**config.mk**
```make
export PLATFORM = sky130hd
export DESIGN_NAME = prio_enc_serial_flat
export DESIGN_NICKNAME = d
export VERILOG_FILES = /design/src/rtl/prio_enc_serial_if.sv /design/src/rtl/prio_enc_serial.sv /design/src/flat_wrapper.sv
export SDC_FILE = /design/constraint.sdc
export NUM_CORES = 1
export LEC_CHECK = 0
export BUFFER_PORTS_ARGS = -buffer_cell sky130_fd_sc_hd__buf_2
export CAP_MARGIN = 10
export CORE_MARGIN = 5
export CORE_UTILIZATION = 23
export CTS_CLUSTER_DIAMETER = 100
export DETAILED_ROUTE_END_ITERATION = 6
export PLACE_DENSITY = 0.4
export SKIP_LAST_GASP = 1
export SLEW_MARGIN = 30
export SYNTH_ARGS = -nofsm -noshare
export SYNTH_HDL_FRONTEND = slang
export SYNTH_SLANG_ARGS = --single-unit
export TNS_END_PERCENT = 30
```
**constraint.sdc**
```tcl
create_clock -name clk -period 4.3 [get_ports clk]
set_clock_uncertainty 0.1 [all_clocks]
set_input_delay 0.645 -clock clk [delete_from_list [all_inputs] [get_ports clk]]
set_output_delay 0.645 -clock clk [all_outputs]
set_load 0.1 [all_outputs]
```
**src/rtl/prio_enc_serial_if.sv**
```systemverilog
// Request/index handshake bundle for prio_enc_serial.
// slave: encoder side; master: producer/consumer side.
interface prio_enc_serial_if #(
  parameter int N_IN  = 8,
  parameter int IDX_W = 3
);
  logic [N_IN-1:0]  req_in;
  logic             req_vld;
  logic             req_rdy;
  logic [IDX_W-1:0] idx;
  logic             idx_vld;
  logic             idx_rdy;
  logic             none;
`ifdef PRIO_ENC_SERIAL_CNT_EN
  logic [IDX_W:0]   remain;
`endif

  modport slave (
    input  req_in,
    input  req_vld,
    output req_rdy,
    output idx,
    output idx_vld,
    input  idx_rdy,
`ifdef PRIO_ENC_SERIAL_CNT_EN
    output remain,
`endif
    output none
  );

  modport master (
    output req_in,
    output req_vld,
    input  req_rdy,
    input  idx,
    input  idx_vld,
    output idx_rdy,
`ifdef PRIO_ENC_SERIAL_CNT_EN
    input  remain,
`endif
    input  none
  );
endinterface

```
**src/rtl/prio_enc_serial.sv**
```systemverilog
// Serial priority encoder: emits each set bit index of a captured
// vector, highest first; an all-zero vector yields one "none" beat.
// Ports: clk, rst_n (sync, active-low), clr (sync abort),
//   bus (slave): req_in/req_vld/req_rdy in, idx/none/idx_vld/idx_rdy out.
// Macro PRIO_ENC_SERIAL_CNT_EN adds bus.remain (set bits left).
module prio_enc_serial #(
  parameter int N_IN  = 8,
  parameter int IDX_W = 3
) (
  input logic             clk,
  input logic             rst_n,
  input logic             clr,
  prio_enc_serial_if.slave bus
);

  if (N_IN < 2 || N_IN > 64) begin : g_bad_n
    $error("prio_enc_serial: N_IN out of range 2..64");
  end
  if (IDX_W != $clog2(N_IN)) begin : g_bad_w
    $error("prio_enc_serial: IDX_W must be clog2(N_IN)");
  end

  typedef enum logic [1:0] {
    IDLE,
    BUSY,
    EMPTY
  } state_t;

  state_t           state_q, state_d;
  logic [N_IN-1:0]  hold_q, hold_d;
  logic [IDX_W-1:0] idx_c;
  logic [N_IN-1:0]  sel;

  // Later (higher) set bits overwrite earlier ones.
  always_comb begin
    idx_c = '0;
    for (int i = 0; i < N_IN; i++) begin
      if (hold_q[i]) idx_c = IDX_W'(i);
    end
  end

  assign sel = N_IN'(1) << idx_c;

`ifdef PRIO_ENC_SERIAL_CNT_EN
  logic [IDX_W:0] remain_q, remain_d;
  logic [IDX_W:0] pcnt;

  always_comb begin
    pcnt = '0;
    for (int i = 0; i < N_IN; i++) begin
      pcnt = pcnt + (IDX_W+1)'(bus.req_in[i]);
    end
  end

  assign bus.remain = remain_q;
`endif

  always_ff @(posedge clk) begin
    if (!rst_n) begin
      state_q  <= IDLE;
      hold_q   <= '0;
`ifdef PRIO_ENC_SERIAL_CNT_EN
      remain_q <= '0;
`endif
    end else begin
      state_q  <= state_d;
      hold_q   <= hold_d;
`ifdef PRIO_ENC_SERIAL_CNT_EN
      remain_q <= remain_d;
`endif
    end
  end

  always_comb begin
    state_d  = state_q;
    hold_d   = hold_q;
`ifdef PRIO_ENC_SERIAL_CNT_EN
    remain_d = remain_q;
`endif
    unique case (state_q)
      IDLE: begin
        if (bus.req_vld) begin
          if (|bus.req_in) begin
            hold_d   = bus.req_in;
            state_d  = BUSY;
`ifdef PRIO_ENC_SERIAL_CNT_EN
            remain_d = pcnt;
`endif
          end else begin
            state_d = EMPTY;
          end
        end
      end
      BUSY: begin
        if (bus.idx_rdy) begin
          hold_d = hold_q & ~sel;
          if (hold_d == '0) state_d = IDLE;
`ifdef PRIO_ENC_SERIAL_CNT_EN
          remain_d = remain_q - 1'b1;
`endif
        end
      end
      EMPTY: begin
        if (bus.idx_rdy) state_d = IDLE;
      end
      default: begin
        state_d = IDLE;
        hold_d  = '0;
      end
    endcase
    // Abort wins over any handshake in the same cycle.
    if (clr) begin
      state_d  = IDLE;
      hold_d   = '0;
`ifdef PRIO_ENC_SERIAL_CNT_EN
      remain_d = '0;
`endif
    end
  end

  assign bus.req_rdy = (state_q == IDLE);
  assign bus.idx_vld = (state_q == BUSY) || (state_q == EMPTY);
  assign bus.idx     = (state_q == BUSY) ? idx_c : '0;
  assign bus.none    = (state_q == EMPTY);

endmodule
```
**src/flat_wrapper.sv**
```systemverilog
// flat-port wrapper written by rule: the top's interface ports become plain ports
module prio_enc_serial_flat 
#(
  parameter int N_IN  = 8,
  parameter int IDX_W = 3
)
  (clk, rst_n, clr, bus_req_in, bus_req_vld, bus_req_rdy, bus_idx, bus_idx_vld, bus_idx_rdy, bus_none);
  prio_enc_serial_if #(.N_IN(N_IN), .IDX_W(IDX_W)) bus_i ();
  input logic clk;
  input logic rst_n;
  input logic clr;
  input wire logic [$bits(bus_i.req_in)-1:0] bus_req_in;
  input wire logic [$bits(bus_i.req_vld)-1:0] bus_req_vld;
  output wire logic [$bits(bus_i.req_rdy)-1:0] bus_req_rdy;
  output wire logic [$bits(bus_i.idx)-1:0] bus_idx;
  output wire logic [$bits(bus_i.idx_vld)-1:0] bus_idx_vld;
  input wire logic [$bits(bus_i.idx_rdy)-1:0] bus_idx_rdy;
  output wire logic [$bits(bus_i.none)-1:0] bus_none;
  assign bus_i.req_in = bus_req_in;
  assign bus_i.req_vld = bus_req_vld;
  assign bus_req_rdy = bus_i.req_rdy;
  assign bus_idx = bus_i.idx;
  assign bus_idx_vld = bus_i.idx_vld;
  assign bus_i.idx_rdy = bus_idx_rdy;
  assign bus_none = bus_i.none;
  prio_enc_serial #(.N_IN(N_IN), .IDX_W(IDX_W)) u_core (.clk(clk), .rst_n(rst_n), .clr(clr), .bus(bus_i));
endmodule
```
## After elaboration in Yosys (flattened, before gate mapping)

Index checks and enable logic that the tools add are counted.

| storage, ports and cells | value |
|---|---|
| bits in registers | 10 |
| input bits | 13 |

| cells by class | value |
|---|---|
| reduce and logical (&&, ||, !) cells | 7 |
| bitwise logic cells | 4 |
| equality and inequality tests | 7 |
| shift-type cells | 1 |
| multiplexer cells | 18 |

Operator list:

| cell | count |
|---|---|
| $mux W8 | 3 |
| $pmux W8 S3 | 1 |
| $mux W3 | 5 |
| $mux W2 | 7 |
| $and A8 B8 Y8 | 1 |
| $logic_not A8 Y1 | 1 |
| $not A8 Y8 | 1 |
| $reduce_and A4 Y1 | 2 |
| $reduce_or A8 Y1 | 1 |
| $shl A1 B3 Y8 const A | 1 |
| $ne A2 B2 Y1 const B | 3 |
| $pmux W2 S3 | 1 |
| $ne A2 B1 Y1 const B | 2 |
| $eq A2 B1 Y1 const B | 1 |
| $eq A2 B2 Y1 const B | 1 |
| $logic_not A2 Y1 | 1 |
| $not A1 Y1 | 2 |
| $reduce_or A2 Y1 | 1 |
| $logic_or A1 B1 Y1 | 1 |
| $mux W1 | 1 |

## Depth between registers and ports, before layout

Gate-level depths: netlist (run 1).

| logic depth | value |
|---|---|
| depth after elaboration | 14 |
| mapped depth | 7 |
| gate-level depth less buffers | 7 |

## Least setup slack after synthesis (run 1)

No wires, ideal clock.

| timing | value |
|---|---|
| path type | register to output |
| start point | register u_core.state_q[1] |
| end point | output bus_idx[0] |
| setup slack | 1.934 ns |
| arrival time | 1.621 ns |
| cell stages (with the launch flop) | 5 |
| path buffers | 1 |
| path through | dfxtp_1 > inv_1 > ha_1 > buf_1 > o21a_1 |

| on the way | value |
|---|---|
| word-level cells in the longest chain between the ends | 2 |

Ends and longest elaborated chain:

| element | RTL line | source |
|---|---|---|
| start, declared | prio_enc_serial.sv:29 | `state_t state_q, state_d;` |
| start signal, assigned | prio_enc_serial.sv:66 | `state_q <= state_d;` |
| $eq A2 B1 Y1 | prio_enc_serial.sv:123 | `assign bus.idx = (state_q == BUSY) ? idx_c : '0;` |
| $mux W3 | prio_enc_serial.sv:123 |  |
| end, declared | flat_wrapper.sv:15 | `output wire logic [$bits(bus_i.idx)-1:0] bus_idx;` |

Every way passes these cells.

## Final worst setup path (run 1)

| timing | value |
|---|---|
| start point | register u_core.hold_q[7] |
| end point | output bus_idx[2] |

| on the way | value |
|---|---|
| word-level cells in the longest chain between the ends | 2 |

Ends and longest elaborated chain:

| element | RTL line | source |
|---|---|---|
| start, declared | prio_enc_serial.sv:30 | `logic [N_IN-1:0] hold_q, hold_d;` |
| start signal, assigned | prio_enc_serial.sv:67 | `hold_q <= hold_d;` |
| $mux W3 | prio_enc_serial.sv:38 | `if (hold_q[i]) idx_c = IDX_W'(i);` |
| $mux W3 | prio_enc_serial.sv:123 |  |

Every way passes these cells.

==> run_results.csv, run 1 <==
group,metric,value,unit
status,outcome,"finished, final reports clean",
layout,regArea,200,um^2
clock_tree,cts_tree,"done",
setup_path,endpoint_kind,"output pin",
sta,worstMarginPinSlew,572,ps
yosys,netlist_area,669,um^2
floorplanning,die_h,64.0,um
route,vias_per_cell,5.54,
placed_design,place_congestion,0.738,
route,ant_nets,0,
sta,drv_slew,0,
route,finalWirelength,2030,um
clock_tree,clock_latency,270,ps
clock_tree,clkTransAtPathRegs,70,ps
grt,grt_usage,10.6,%
layout,multi_input_area,435,um^2
route,vias,753,
layout,fin_area,820,um^2
layout,area_delta_synth_final,22.4,%
sta,rsz0062_at_grt,"no",
clock_tree,ctsLongestPathBuffers,2,
power_and_ir_drop,leakage,0.329,nW
setup_path,arrival,1810,ps
sta,fin_crit,2550,ps
clock_tree,ctsRootBufferMaster,"clkbuf_4",
layout,n_antenna_cell,0,
sta,fmax,392,MHz
layout,fin_nets,122,
placed_design,io_buffers,18,
flow_run,maxCapViolCount,0,
clock_tree,cts_made_buffers,3,
setup_path,cp.required,3560,ps
setup_path,setup.worst_path.start_class,"flip-flop",
layout,drive_gt1_share,26.7,%
placed_design,dp_hpwl,1560,um
grt,grt_max_degree,14,
hold_path,hold_path.class,"flip-flop to flip-flop",
clock_tree,postCtsSetupBuffers,0,
yosys,yosysWarnings,0,
yosys,synth_cell_types,32,
grt,antenna_found_initial,0,
route,drtIter0Drc,33,
sta,setup_tns,0,ps
clock_tree,clock_sinks,10,
grt,grt_pass1_wl,3480,um
sta,fin_crit_sh,59.4,%
power_and_ir_drop,cellPowerDensity,300,nW/um^2
yosys,syn_inst,87,
grt,grt_pass1_vias,761,
floorplanning,core_area,2780,um^2
floorplanning,die_area,4090,um^2
yosys,synth_nets,103,
route,drc_errors,0,
sta,relSlewSlack,61.8,%
clock_tree,cts_resized,0,
floorplanning,ios,19,
clock_tree,htree_num_levels,1,
floorplanning,initial_core_util,24.1,%
floorplanning,placementRows,19,
clock_tree,ctsHoldBuffers,0,
setup_path,path_class,"flip-flop to output pin",
yosys,seq_area_frac_synth,29.9,%
yosys,ys_seq_elements,10,
sta,finalHoldViolCount,0,
setup_path,crit_path_max_fanout,8,
grt,grt.overflow.total,0,
layout,mostFrequentLayoutCell,"buf_2",
layout,fill_cells,308,
power_and_ir_drop,ir_drop,0.123,mV
floorplanning,die_width,64.0,um
sta,setup_viol,0,
route,dr.pass1.iters,4,
layout,layout_common_cells,"buf_2, dfxtp_1, a21oi_1, nand2_1, o21ai_0",
yosys,syn_avg_cell_area,7.69,um^2
route,wl_per_cell,14.9,um
placed_design,place_area,783,um^2
[worst paths after layout]
path,slack [ps],endpoint,start,depth (start not counted)
worst max-delay path,1750,bus_idx[2],u_core.hold_q[7]$_SDFFE_PP0P_,3
worst min-delay path,380,u_core.hold_q[0]$_SDFFE_PP0P_,u_core.hold_q[0]$_SDFFE_PP0P_,2
worst max register to register,2080,u_core.state_q[1]$_SDFFE_PP0P_,u_core.hold_q[7]$_SDFFE_PP0P_,5
worst min register to register,380,u_core.hold_q[0]$_SDFFE_PP0P_,u_core.hold_q[0]$_SDFFE_PP0P_,2
[worst max-delay path, stage by stage (launching register included)]
cell	delay, ps
dfxtp_1	410
or4_4	610
and2_2	230
buf_2	290
[per-layer routing]
layer	global-route usage, %	share of wire, %	vias to the layer above
met4	4.68	1.5	0
li1	-	-	358
met3	3.15	7.4	5
met2	16.5	43	37
met5	0	0	-
met1	13.5	48	353
[report_power, final]
group	leakage, nW	switching (W)	internal, W
sequential	0.0813	0.00000522	0.0000958
combinational	0.227	0.0000399	0.0000196
clock	0.0210	0.0000336	0.0000514
total	0.329	0.0000788	0.000167
[registers in the layout, summed over array words and instances (netlist names)]
| name | cells |
|---|---|
| u_core.hold_q | 8 |
| u_core.state_q | 2 |
[final cells by class]
type                            instances  share of cell area (%)
Sequential cell                        10                    24.4
Timing Repair Buffer                   18                    11.0
Inverter                                5                    2.29
Multi-Input combinational cell         68                    53.1
Clock buffer                            4                    4.43
Tap cell                               31                    4.73
[synthesized netlist by cell type (all sizes together)]
cell | instances | share of area, %
a21oi | 10 | 8.0
dfxtp | 10 | 30
nand2 | 9 | 5.0
o21ai | 7 | 5.2
inv | 5 | 2.8
nor2 | 5 | 2.8
nand4 | 4 | 3.7
o31a | 4 | 5.8
buf | 3 | 1.7
ha | 3 | 5.6
o21a | 3 | 3.4
a2111oi | 2 | 2.6
mux2i | 2 | 3.0
nand2b | 2 | 1.9
nand3 | 2 | 1.5
nor4 | 2 | 1.9
o22ai | 2 | 1.9
or4 | 2 | 2.8
a21boi | 1 | 1.1
a22oi | 1 | 1.1
and2 | 1 | 1.1
and3 | 1 | 0.94
clkbuf | 1 | 0.56
maj3 | 1 | 1.5
nor2b | 1 | 0.94
nor3 | 1 | 0.75
nor3b | 1 | 1.1
o221ai | 1 | 1.3
[logic make-up (layout without fill, tap and decap cells)]
family,count (synthesis),in the layout,synth area share [%]
adder cells (fa/ha/maj),4,4,7.10
buffers and inverters,9,27,5.05
multiplexers,2,2,2.99
AO/OA/AOI/OAI,31,31,30.5
flip-flops,10,10,29.9
AND/OR/NAND/NOR,31,31,24.5
[stage by stage]
| stage | setup slack [ps] | utilization, % | power (W) | instances | hold WS [ps] |
|---|---|---|---|---|---|
| 2_1_floorplan | 1930 | - | 0.000147 | 87 | 351 |
| 3_3_place_gp | 1810 | 28.2 | 0.000163 | 132 | 377 |
| 4_1_cts | 1740 | 29.5 | 0.000247 | 136 | 381 |
| 6_report | 1750 | 29.5 | 0.000246 | 136 | 378 |
| 5_1_grt | 1630 | 29.5 | 0.000260 | 136 | 422 |
| 3_5_place_dp | 1790 | 28.2 | 0.000162 | 132 | 371 |
Power figures use the tool's default switching activity.
==> inputs of run 2 (changes only) <==
--- a/config.mk
+++ b/config.mk
@@ -5,13 +5,14 @@
 export SDC_FILE = /design/constraint.sdc
 export NUM_CORES = 1
 export LEC_CHECK = 0
+export ABC_AREA = 1
 export BUFFER_PORTS_ARGS = -buffer_cell sky130_fd_sc_hd__buf_2
 export CAP_MARGIN = 10
 export CORE_MARGIN = 5
 export CORE_UTILIZATION = 23
 export CTS_CLUSTER_DIAMETER = 100
 export DETAILED_ROUTE_END_ITERATION = 6
-export PLACE_DENSITY = 0.4
+export PLACE_DENSITY = 0.39
 export SKIP_LAST_GASP = 1
 export SLEW_MARGIN = 30
 export SYNTH_ARGS = -nofsm -noshare
==> constraint.sdc (replaced) <==
create_clock -name clk -period 2.4 [get_ports clk]
set_clock_uncertainty 0.1 [all_clocks]
set_input_delay 0.36 -clock clk [delete_from_list [all_inputs] [get_ports clk]]
set_output_delay 0.36 -clock clk [all_outputs]
set_load 0.1 [all_outputs]
==> run 2 against run 1 <==
Synthesized area increased by 10%. Synthesized cell count is 37% higher. Sequential power grew 87%. Non-clock buffer count is the same. Hold slack worse by 110 ps.
==> run_results.csv, run 2 <==
group,metric,value,unit
status,outcome,"finished, final reports clean",
floorplanning,die_area,4450,um^2
yosys,synth_cell_types,21,
layout,largest_register_ffs,8,
layout,mostFrequentLayoutCell,"nand2_1",
setup_path,crit_path_max_incr_delay,440,ps
grt,grt.busiest_layer,"met2",
clock_tree,ctsLongestPathBuffers,2,
power_and_ir_drop,ir_drop,0.212,mV
yosys,synth_commonest_cells,"nand2_1, inv_1, a21oi_1",
grt,grt_use_met2,17.0,%
route,dr.pass1.iters,4,
clock_tree,cts_tree,"done",
setup_path,path_class,"flip-flop to output pin",
yosys,synthArstFlopShare,0,%
yosys,syn_avg_cell_area,6.21,um^2
setup_path,setup.worst_path.start_class,"flip-flop",
setup_path,arrival,1850,ps
clock_tree,clkTransAtPathRegs,90,ps
grt,antenna_found_initial,0,
floorplanning,ios,19,
route,ant_nets,0,
placed_design,dp_hpwl,1710,um
sta,fin_crit,2310,ps
clock_tree,ctsHoldBuffers,0,
yosys,synth_top_area_share,27.1,%
route,drtIter0Drc,53,
layout,top_register,"u_core.hold_q",
sta,drv_slew,0,
floorplanning,core_area,3080,um^2
placed_design,io_buffers,18,
route,wl_per_cell,11.4,um
clock_tree,htree_num_levels,1,
setup_path,worst_path_max_delay_cell,"buf_2",
floorplanning,die_width,66.7,um
yosys,ys_seq_elements,10,
placed_design,place_area,873,um^2
sta,fmax,432,MHz
layout,area_delta_synth_final,23.4,%
power_and_ir_drop,leakage,0.468,nW
grt,grt.overflow.total,0,
yosys,synthTopCellsByArea,"dfxtp_1, nand2_1, inv_1",
sta,rsz0062_at_grt,"yes",
yosys,syn_inst,119,
clock_tree,cts_made_buffers,3,
grt,grt_pass1_vias,783,
layout,drive_gt1_share,21.4,%
floorplanning,placementRows,20,
yosys,seq_area_frac_synth,27.1,%
sta,hold-worst-slack,271,ps
flow_run,maxCapViolCount,0,
route,vias_per_cell,4.25,
setup_path,crit_chain,"inv_1 -> ha_1 -> clkinv_1 -> a21oi_1 -> buf_2",
layout,layout_common_cells,"nand2_1, inv_1, buf_2",
grt,grt_max_degree,13,
sta,fin_crit_sh,96.4,%
yosys,netlist_area,739,um^2
sta,relSlewSlack,65.7,%
route,vias,782,
route,drc_errors,0,
power_and_ir_drop,cellPowerDensity,665,nW/um^2
grt,grt_util_met1,13.4,%
layout,n_antenna_cell,0,
route,finalWirelength,2110,um
setup_path,crit_path_max_fanout,9,
grt,met3_usage,4.22,%
clock_tree,clock_latency,280,ps
sta,setup_viol,0,
setup_path,endpoint_kind,"output pin",
sta,finalHoldViolCount,0,
placed_design,place_congestion,0.799,
floorplanning,initial_core_util,24.0,%
sta,worstMarginPinSlew,513,ps
yosys,synth_edf_count,0,
yosys,synth_top_cell_by_area,"dfxtp_1",
yosys,ys.flop_type,"dfxtp_1",
floorplanning,die_h,66.7,um
yosys,synth_most_common_cell,"nand2_1",
layout,fin_area,912,um^2
hold_path,hold_path.class,"input pin to flip-flop",
grt,grt_pass1_wl,3550,um
yosys,yosysWarnings,0,
clock_tree,ctsRootBufferMaster,"clkbuf_4",
layout,fin_nets,157,
setup_path,cp.required,1940,ps
layout,top_regs,"u_core.hold_q: 8 flops, u_core.state_q: 2 flops",
clock_tree,clock_sinks,10,
yosys,synth_nets,135,
grt,grt_usage,10.6,%
==> run 2: cell types whose count changed in the layout (fill, tap and decap cells not counted), sizes merged, moves of 3 or more <==
cell	previous run	this run
o21a	3	0
inv	5	22
o31a	4	0
nand2	9	28
nand3	2	7
nor2	5	15
a21oi	10	15
==> run 2: path summary, 6_finish.rpt <==
kind                             startpoint                            end  slack, ps  cells past startpoint
max reg2reg  u_core.state_q[1]$_SDFFE_PP0P_  u_core.hold_q[0]$_SDFFE_PP0P_        380                     13
min reg2reg   u_core.hold_q[4]$_SDFFE_PP0P_  u_core.hold_q[4]$_SDFFE_PP0P_        420                      2
min                           bus_req_in[7]  u_core.hold_q[7]$_SDFFE_PP0P_        270                      3
max          u_core.state_q[1]$_SDFFE_PP0P_                     bus_idx[2]         90                      5
==> run 2: metrics by stage <==
step | util (%) | setup WS [ps] | cells | power (W) | TNS (ps)
2_1_floorplan | - | -328 | 119 | 0.000398 | -1090
3_3_place_gp | 28.4 | 376 | 180 | 0.000446 | 0
3_5_place_dp | 28.4 | 387 | 180 | 0.000443 | 0
4_1_cts | 29.6 | 65.0 | 184 | 0.000613 | 0
5_1_grt | 29.6 | -79.8 | 184 | 0.000653 | -143
6_report | 29.6 | 86.0 | 184 | 0.000607 | 0
==> run 2: layout make-up <==
| cell class | instances | area, um^2 |
|---|---|---|
| flip-flops and latches | 10 | 200 |
| inverters | 23 | 86.3 |
| fillers | 360 | 2170 |
| clock buffers | 4 | 36.3 |
| multi-input cells | 85 | 442 |
| repair buffers | 18 | 92.6 |
| well taps | 44 | 55.1 |
==> run 2: cell families after synthesis <==
group                    Yosys count  synth area share [%]
buffers and inverters             24                  13.2
adder cells (fa/ha/maj)            3                  5.08
AND/OR/NAND/NOR                   56                  36.2
AO/OA/AOI/OAI                     26                  18.4
flip-flops                        10                  27.1
==> run 2: where the power goes <==
| part | switching [W] | internal, W |
|---|---|---|
| Sequential | 0.0000101 | 0.000179 |
| Combinational | 0.000185 | 0.0000654 |
| Clock | 0.0000746 | 0.0000922 |
==> run 2: worst max-delay path, delay by kind of cell (launching register included) <==
family                     cells  cell delay (ps)
AOI/OAI and AO/OA              1              200
adders and majority gates      1              240
buffers and inverters          3              810
DFF                            1              320
==> run 2: repair_timing <==
item | CTS | global route
buffers inserted | 0 | 0
setup endpoints to repair | 0 | 3
resized for setup | 0 | 1
==> run 2: metal layers <==
layer | wire length [um] | share of wire [%]
met3 | 149 | 7.1
met2 | 926 | 44
met1 | 1020 | 48
met4 | 13 | 0.62
met5 | 0 | 0
==> inputs of run 3 (changes only) <==
==> constraint.sdc (replaced) <==
create_clock -name clk -period 2.6 [get_ports clk]
set_clock_uncertainty 0.1 [all_clocks]
set_input_delay 0.39 -clock clk [delete_from_list [all_inputs] [get_ports clk]]
set_output_delay 0.39 -clock clk [all_outputs]
set_load 0.1 [all_outputs]
==> run 3 against run 2 <==
Non-clock buffer count unchanged. Core utilization decreased by 0.081 points. Highest routed layer unchanged. Global-route usage increased by 0.21 points. Routed wire length increased by 1.0%. Die area unchanged. Via count increased by 1.4%. Critical path type unchanged. Total power decreased by 8.1%. Largest cell class unchanged. First-iteration DRC count decreased by 19%.
==> run_results.csv, run 3 (synthesis results as in run 2) <==
group,metric,value,unit
route,drtIter0Drc,43,
clock_tree,clock_sinks,10,
clock_tree,cts_made_buffers,3,
setup_path,crit_family,"buffers and inverters",
layout,fin_area,910,um^2
sta,rsz0062_at_grt,"no",
setup_path,crit_chain,"inv_1 -> ha_1 -> clkinv_1 -> a21oi_1 -> buf_2",
placed_design,dp_hpwl,1730,um
sta,drv_slew,0,
clock_tree,clkTransAtPathRegs,80,ps
clock_tree,ctsRootBufferMaster,"clkbuf_4",
route,vias,793,
layout,area_delta_synth_final,23.0,%
clock_tree,ctsLongestPathBuffers,2,
route,drc_errors,0,
grt,grt_usage,10.9,%
hold_path,hold_path.class,"input pin to flip-flop",
grt,grt_max_degree,13,
layout,fin_nets,157,
floorplanning,core_area,3080,um^2
setup_path,path_buf_inv,3,
layout,n_antenna_cell,0,
clock_tree,clock_latency,270,ps
power_and_ir_drop,leakage,0.468,nW
sta,worstMarginPinSlew,530,ps
clock_tree,postCtsSetupBuffers,0,
floorplanning,die_h,66.7,um
grt,antenna_found_initial,0,
setup_path,crit_path_max_incr_delay,450,ps
power_and_ir_drop,total_power,0.000558,W
clock_tree,cts_resized,0,
setup_path,arrival,1810,ps
route,dr.pass1.iters,4,
clock_tree,cts_tree,"done",
layout,largest_register_ffs,8,
sta,fin_crit_sh,88.5,%
setup_path,endpoint_kind,"output pin",
floorplanning,die_width,66.7,um
layout,top_register,"u_core.hold_q",
placed_design,io_buffers,18,
placed_design,place_congestion,0.742,
route,finalWirelength,2130,um
layout,top_regs,"u_core.hold_q: 8 flops, u_core.state_q: 2 flops",
sta,setup_tns,0,ps
floorplanning,die_area,4450,um^2
sta,setup_viol,0,
setup_path,crit_path_max_fanout,9,
setup_path,path_class,"flip-flop to output pin",
sta,finalHoldViolCount,0,
setup_path,worst_path_max_delay_cell,"buf_2",
route,vias_per_cell,4.31,
grt,grt.overflow.total,0,
sta,hold-worst-slack,305,ps
route,ant_nets,0,
clock_tree,ctsHoldBuffers,0,
grt,grt_pass1_vias,777,
layout,drive_gt1_share,21.4,%
floorplanning,placementRows,20,
sta,fmax,435,MHz
status,outcome,"finished, final reports clean",
layout,mostFrequentLayoutCell,"nand2_1",
placed_design,place_area,873,um^2
floorplanning,initial_core_util,24.0,%
power_and_ir_drop,cellPowerDensity,613,nW/um^2
grt,grt_pass1_wl,3660,um
clock_tree,htree_num_levels,1,
setup_path,setup.worst_path.start_class,"flip-flop",
layout,layout_common_cells,"nand2_1, inv_1, buf_2",
route,wl_per_cell,11.6,um
sta,fin_crit,2300,ps
sta,relSlewSlack,64.6,%
floorplanning,ios,19,
setup_path,worst-r2r-setup-slack,550,ps
power_and_ir_drop,ir_drop,0.213,mV
flow_run,maxCapViolCount,0,
setup_path,cp.required,2110,ps
run 3: changes by cell type in the layout (fill, tap and decap cells not counted), sizes merged:
cell    before  now
buf         17   18
clkbuf       5    4
run 3: final cells by class:
cell class,instances,area [um^2]
inverter,23,86.3
tap,44,55.1
clock buffer,4,36.3
fill,354,2170
sequential,10,200
timing repair buffer,18,90.1
multi-input combinational,85,442
run 3: worst min-delay path, cell delays in order:
cell	delay (ps)
buf_2	100
nand3_1	80
a21oi_1	60
run 3: per-layer routing:
layer	GRT usage (%)	vias up	part of all wire [%]
met5	0	-	0
met4	2.28	0	0.89
met3	3.88	2	6.4
met2	17.0	18	46
met1	14.2	352	47
li1	-	421	-
run 3: through the flow:
step | cells | utilization (%) | worst slack (ps)
after floorplan | 119 | - | -158
after global placement | 180 | 28.4 | 578
after detailed placement | 180 | 28.4 | 564
after CTS | 184 | 29.6 | 283
after global routing | 184 | 29.6 | 96.2
final | 184 | 29.6 | 300
run 3: final timing paths:
kind                                  start                       endpoint  cells after the start
max          u_core.state_q[1]$_SDFFE_PP0P_                     bus_idx[0]                      5
min                           bus_req_in[7]  u_core.hold_q[7]$_SDFFE_PP0P_                      3
max reg2reg  u_core.state_q[0]$_SDFFE_PP0P_  u_core.hold_q[1]$_SDFFE_PP0P_                     12
min reg2reg   u_core.hold_q[4]$_SDFFE_PP0P_  u_core.hold_q[4]$_SDFFE_PP0P_                      2
run 3: report_power, final:
group | leakage (nW) | total (W) | switching [W] | internal [W]
Combinational | 0.366 | 0.000232 | 0.000172 | 0.0000598
Clock | 0.0210 | 0.000151 | 0.0000662 | 0.0000851
Sequential | 0.0818 | 0.000175 | 0.00000941 | 0.000165
